==> src/rtl/dft_rdx4.sv <==
// Fully pipelined 4-point complex DFT butterfly (2-cycle latency, 5-lane ports, lane 4 unused).
// Optional macro DFT_RDX4_SAT_EN saturates the outputs instead of wrapping them.
module dft_rdx4 #(
    parameter int wDataInOut = 30
) (
    input  logic                         clk,
    input  logic                         rst,
    input  logic                         in_val,
    input  logic signed [wDataInOut-1:0] din_real  [0:4],
    input  logic signed [wDataInOut-1:0] din_imag  [0:4],
    output logic                         out_val,
    output logic signed [wDataInOut-1:0] dout_real [0:4],
    output logic signed [wDataInOut-1:0] dout_imag [0:4]
);

    localparam int W1 = wDataInOut + 1;
    localparam int W2 = wDataInOut + 2;

`ifdef DFT_RDX4_SAT_EN
    localparam logic signed [W2-1:0] SAT_MAX = {3'b000, {(wDataInOut-1){1'b1}}};
    localparam logic signed [W2-1:0] SAT_MIN = {3'b111, {(wDataInOut-1){1'b0}}};
`endif

    logic                 v1;
    logic signed [W1-1:0] a_re, a_im, b_re, b_im, c_re, c_im, d_re, d_im;
    logic signed [W2-1:0] s_re [0:3];
    logic signed [W2-1:0] s_im [0:3];

    // Lane 4 exists only to match the shared lane structure.
    logic unused_lane4;
    assign unused_lane4 = ^{din_real[4], din_imag[4]};

    function automatic logic signed [wDataInOut-1:0] fit(input logic signed [W2-1:0] v);
`ifdef DFT_RDX4_SAT_EN
        if (v > SAT_MAX)
            fit = SAT_MAX[wDataInOut-1:0];
        else if (v < SAT_MIN)
            fit = SAT_MIN[wDataInOut-1:0];
        else
            fit = v[wDataInOut-1:0];
`else
        fit = v[wDataInOut-1:0];
`endif
    endfunction

    always_ff @(posedge clk) begin
        if (rst) begin
            v1   <= 1'b0;
            a_re <= '0;
            a_im <= '0;
            b_re <= '0;
            b_im <= '0;
            c_re <= '0;
            c_im <= '0;
            d_re <= '0;
            d_im <= '0;
        end else begin
            v1 <= in_val;
            if (in_val) begin
                a_re <= W1'(din_real[0]) + W1'(din_real[2]);
                a_im <= W1'(din_imag[0]) + W1'(din_imag[2]);
                b_re <= W1'(din_real[0]) - W1'(din_real[2]);
                b_im <= W1'(din_imag[0]) - W1'(din_imag[2]);
                c_re <= W1'(din_real[1]) + W1'(din_real[3]);
                c_im <= W1'(din_imag[1]) + W1'(din_imag[3]);
                d_re <= W1'(din_real[1]) - W1'(din_real[3]);
                d_im <= W1'(din_imag[1]) - W1'(din_imag[3]);
            end
        end
    end

    // The +/-j rotations of d are just swaps and negations, no multipliers needed.
    always_ff @(posedge clk) begin
        if (rst) begin
            out_val <= 1'b0;
            for (int i = 0; i < 4; i++) begin
                s_re[i] <= '0;
                s_im[i] <= '0;
            end
        end else begin
            out_val <= v1;
            if (v1) begin
                s_re[0] <= W2'(a_re) + W2'(c_re);
                s_im[0] <= W2'(a_im) + W2'(c_im);
                s_re[1] <= W2'(b_re) + W2'(d_im);
                s_im[1] <= W2'(b_im) - W2'(d_re);
                s_re[2] <= W2'(a_re) - W2'(c_re);
                s_im[2] <= W2'(a_im) - W2'(c_im);
                s_re[3] <= W2'(b_re) - W2'(d_im);
                s_im[3] <= W2'(b_im) + W2'(d_re);
            end
        end
    end

    always_comb begin
        for (int i = 0; i < 4; i++) begin
            dout_real[i] = fit(s_re[i]);
            dout_imag[i] = fit(s_im[i]);
        end
        dout_real[4] = '0;
        dout_imag[4] = '0;
    end

endmodule

==> config.mk <==
export PLATFORM = sky130hd
export DESIGN_NAME = dft_rdx4
export DESIGN_NICKNAME = d
export VERILOG_FILES = /design/src/rtl/dft_rdx4.sv
export SDC_FILE = /design/constraint.sdc
export NUM_CORES = 2
export LEC_CHECK = 0
export BUFFER_PORTS_ARGS = -buffer_cell sky130_fd_sc_hd__buf_2
export CORE_AREA = 2 2 264 266
export CTS_CLUSTER_DIAMETER = 150
export DETAILED_ROUTE_END_ITERATION = 8
export DIE_AREA = 0 0 266 268
export GPL_TIMING_DRIVEN = 0
export PLACE_DENSITY = 0.93
export REMOVE_ABC_BUFFERS = 1
export SLEW_MARGIN = 30
export SYNTH_ARGS = -nofsm -noshare
export SYNTH_HDL_FRONTEND = slang
export SYNTH_SLANG_ARGS = --single-unit
==> constraint.sdc <==
create_clock -name clk -period 5.6 [get_ports clk]
set_input_delay 0.28 -clock clk [delete_from_list [all_inputs] [get_ports clk]]
set_output_delay 0.28 -clock clk [all_outputs]
set_load 0.02 [all_outputs]
==> metrics.md <==
| Metric | Value |
|---|---|
| Status | `finished clean` |
| Clock transition at path regs | `70 ps` |
| Hold violation count in the final report | `0` |
| Min-Delay Path Class | `input port to flip-flop` |
| Async SR Flop Fraction | `0%` |
| Cell Area, Synth | `40,200 sq um` |
| CP Max Fanout | `6` |
| Comb power frac | `38.4%` |
| TritonCTS clock tree | `yes` |
| Post-CTS Setup Inserts | `0` |
| CP startpoint kind | `flip-flop` |
| Worst vdd ir | `0.265 mV` |
| Ys Warns | `0` |
| Clock power frac | `28.7%` |
| Fin Hold WS | `21.7 ps` |
| Setup crit end kind | `flip-flop` |
| Final Routed Wirelength | `126,000 um` |
| Drt wl/cell | `20.4 um` |
| Tcrit/Tclk final | `74.2%` |
| Rows | `96` |
| Post-DP HPWL | `97,400 um` |
| Avg Cell Area, Syn | `8.19 sq um` |
| LEAKAGE | `0.0203 uW` |
| Fin nets | `5,989` |
| Gp weighted congestion | `0.990` |
| Root buf cell | `clkbuf_16` |
| Slowest CP cell | `dfxtp_1` |
| Arrival time of the worst setup path | `4520 ps` |
| Final TNS setup | `0 ps` |
| Max_cap viols | `0` |
| CTS buffer count | `55` |
| 1st-pass router iterations | `6` |
| Cts repair resizes | `0` |
| Initial DRC Count | `3,537` |
| IO buf count | `483` |
| Main synth FF type | `dfxtp_1` |
| Chip height | `268 um` |
| Core area | `68,200 sq um` |
| Worst skew pair latency | `630 ps` |
| CP Cell Sequence | `ha_1, inv_1, fa_1, a21o_1, a21o_1, a31oi_1, o41a_1, o221ai_2, a211oi_1, a2bb2oi_1, o221ai_1, xnor2_1, nor2_1` |
| Number of global-route vias before repair | `34,800` |
| Via density | `5.98` |
| Die ar. | `71,300 sq um` |
| Seq/Total Area, Yosys | `29.5%` |
| Post-synthesis cell type count | `98` |
| Setup Viol. Count Final | `0` |
| CP top delay family | `compound AO/OA/AOI/OAI gates` |
| CP required | `5970 ps` |
| Fraction of layout cells with a size suffix above 1 | `12.5%` |
| Dpl cells | `6,028` |
| Setup WS post-layout | `1440 ps` |
| Pwr per Cell Area | `292 nW/um^2` |
| Seq pwr share | `32.9%` |
| Vias post-DR | `36,800` |
| Final max-slew violation count | `0` |
| DRT antenna net count | `0` |
| Post-route minimum period | `4160 ps` |
| Post-synth EDFFs | `236` |
| Worst-margin pin slew | `820 ps` |
| Syn Inst Count | `4,906` |
| Rel. slew slack | `43.9%` |
| Top Ports | `604` |
| GRT Util Overall | `33.8%` |
| Final Skew | `22.1 ps` |
| Grt total ovfl | `0` |
| CTS sink cnt | `474` |
| Post-route insts no fill | `6,154` |
| First-pass GRT wire length | `191,000 um` |
| CTS H-Tree Depth | `2` |
| Die width | `266 um` |
| Drc violations | `0` |
| Initial core utilization | `58.9%` |
| Switching Share | `38.1%` |
| Most numerous cell on the critical path | `a21o_1` |
| Internal power | `8100 uW` |
| Largest net degree at the start of global routing | `101` |
| Post-synthesis register bit count | `474` |
| Pre-CTS setup slack | `1490 ps` |
| CP Class | `flip-flop to flip-flop` |
| Buf/Inv on CP | `1` |
| Area Growth Syn to Fin | `11.5%` |
| RSZ-0062 raised after global routing | `no` |
| CP peak stage delay | `610 ps` |
| CTS Hold Buffers Added | `3` |
| Switching Power | `4990 uW` |
| Clock Path Buffers | `3` |
| Max Freq | `241 MHz` |
| Initial antenna violation count | `31` |
## metrics by stage
step	util (%)	total power, uW	area [sq um]
finish	65.7	13100	44800
global route	65.7	13700	44800
CTS	65.6	13000	44800
detailed placement	62.8	9270	42900
global placement	62.2	9220	42400
floorplan	-	7860	38900
## layer usage
| metal | share of wire, % | track usage (%) | up-vias |
|---|---|---|---|
| met3 | 7.9 | 5.87 | 298 |
| met5 | 0.099 | 0 | - |
| li1 | - | - | 17600 |
| met2 | 46 | 55.5 | 1566 |
| met4 | 5.0 | 16.0 | 20 |
| met1 | 41 | 43.3 | 17300 |
## cell families (layout without fill, tap and decap cells)
family | Yosys count | after routing | share of synthesized area, %
AND/OR/NAND/NOR | 1397 | 1397 | 15.7
XOR/XNOR | 375 | 375 | 8.17
adder cells (fa/ha/maj) | 480 | 480 | 15.2
other | 1 | 80 | 0.00933
multiplexers | 70 | 70 | 1.75
AO/OA/AOI/OAI | 1342 | 1342 | 21.7
flip-flops | 474 | 474 | 29.5
buffers and inverters | 767 | 1054 | 7.92
## worst paths after layout
path	from	end	slack, ps	cells past startpoint
min reg2reg	c_re[24]$_SDFFE_PP0P_	c_re[24]$_SDFFE_PP0P_	480	2
max	c_im[0]$_SDFFE_PP0P_	s_re[3][26]$_SDFFCE_PN0P_	1440	13
min	din_imag[120]	a_im[0]$_SDFFE_PP0P_	20	4
max reg2reg	c_im[0]$_SDFFE_PP0P_	s_re[3][26]$_SDFFCE_PN0P_	1440	13
## area by class of cell
| class | count | area, sq um |
|---|---|---|
| Multi-Input combinational cell | 3724 | 25400 |
| Fill cell | 5687 | 23400 |
| Sequential cell | 474 | 11900 |
| Timing Repair Buffer | 502 | 2860 |
| Inverter | 449 | 1690 |
| Clock buffer | 80 | 1640 |
| Tap cell | 882 | 1100 |
| Clock inverter | 23 | 230 |
| Antenna cell | 20 | 50.0 |
## state kept, by name, summed over array words and instances (netlist names)
| signal | count |
|---|---|
| b_im | 29 |
| s_re | 118 |
| d_re | 29 |
| b_re | 29 |
| d_im | 29 |
| a_re | 30 |
| s_im | 118 |
| out_val | 1 |
| c_im | 30 |
| c_re | 30 |
| a_im | 30 |
| v1 | 1 |
## layout by cell type, fill, tap and decap left out, types with 66 or more instances in the layout
cell,n
a211oi_1,128
a21o_1,82
a21oi_1,445
buf_2,481
dfxtp_1,238
edfxtp_1,236
ha_1,464
inv_1,438
mux2i_1,68
nand2_1,224
nand3_1,66
nor2_1,713
nor3_1,87
o21ai_0,222
o21bai_1,115
xnor2_1,314
## Yosys cell counts, types with 11 or more instances
master | instances | area share (%)
a21o_1 | 82 | 1.5
xor2_1 | 61 | 1.3
and2_1 | 23 | 0.36
a21oi_1 | 445 | 5.5
o221ai_1 | 12 | 0.26
nand4_1 | 22 | 0.34
clkbuf_1 | 197 | 1.8
nand2_1 | 224 | 2.1
or4_1 | 15 | 0.28
o31ai_1 | 49 | 0.92
buf_4 | 67 | 1.3
mux2i_1 | 68 | 1.7
o211ai_1 | 24 | 0.45
nand3_1 | 66 | 0.82
a221oi_1 | 12 | 0.26
ha_1 | 464 | 14
o21bai_1 | 115 | 2.1
a311oi_1 | 14 | 0.31
o21a_1 | 31 | 0.58
a2111oi_0 | 11 | 0.24
nor4_1 | 31 | 0.48
or2_2 | 13 | 0.20
or3_1 | 42 | 0.65
nor2b_1 | 51 | 0.79
and3_1 | 25 | 0.39
nand2b_1 | 51 | 0.79
xnor2_1 | 314 | 6.8
nor2_1 | 714 | 6.7
a211o_1 | 13 | 0.28
fa_1 | 16 | 0.80
a211oi_1 | 128 | 2.4
a31oi_1 | 41 | 0.64
nor3b_1 | 12 | 0.22
o21ai_1 | 13 | 0.16
dfxtp_1 | 238 | 12
edfxtp_1 | 236 | 18
o21ai_0 | 222 | 2.8
nor3_1 | 87 | 1.1
buf_1 | 16 | 0.15
buf_2 | 34 | 0.42
inv_1 | 440 | 4.1
## worst min-delay path, cell delays in order
cell and delay, ps:
buf_2 110, inv_1 50, ha_1 120, a211oi_1 60
## power groups by stage
stage	logic (uW)	registers [uW]	clock network, uW
after detailed placement	4900	4370	0
after global placement	4840	4380	0
after CTS	4950	4300	3780
after floorplan	3400	4460	0
final	5030	4310	3750
after global routing	5480	4340	3900
(Power assumes the default switching activity.)
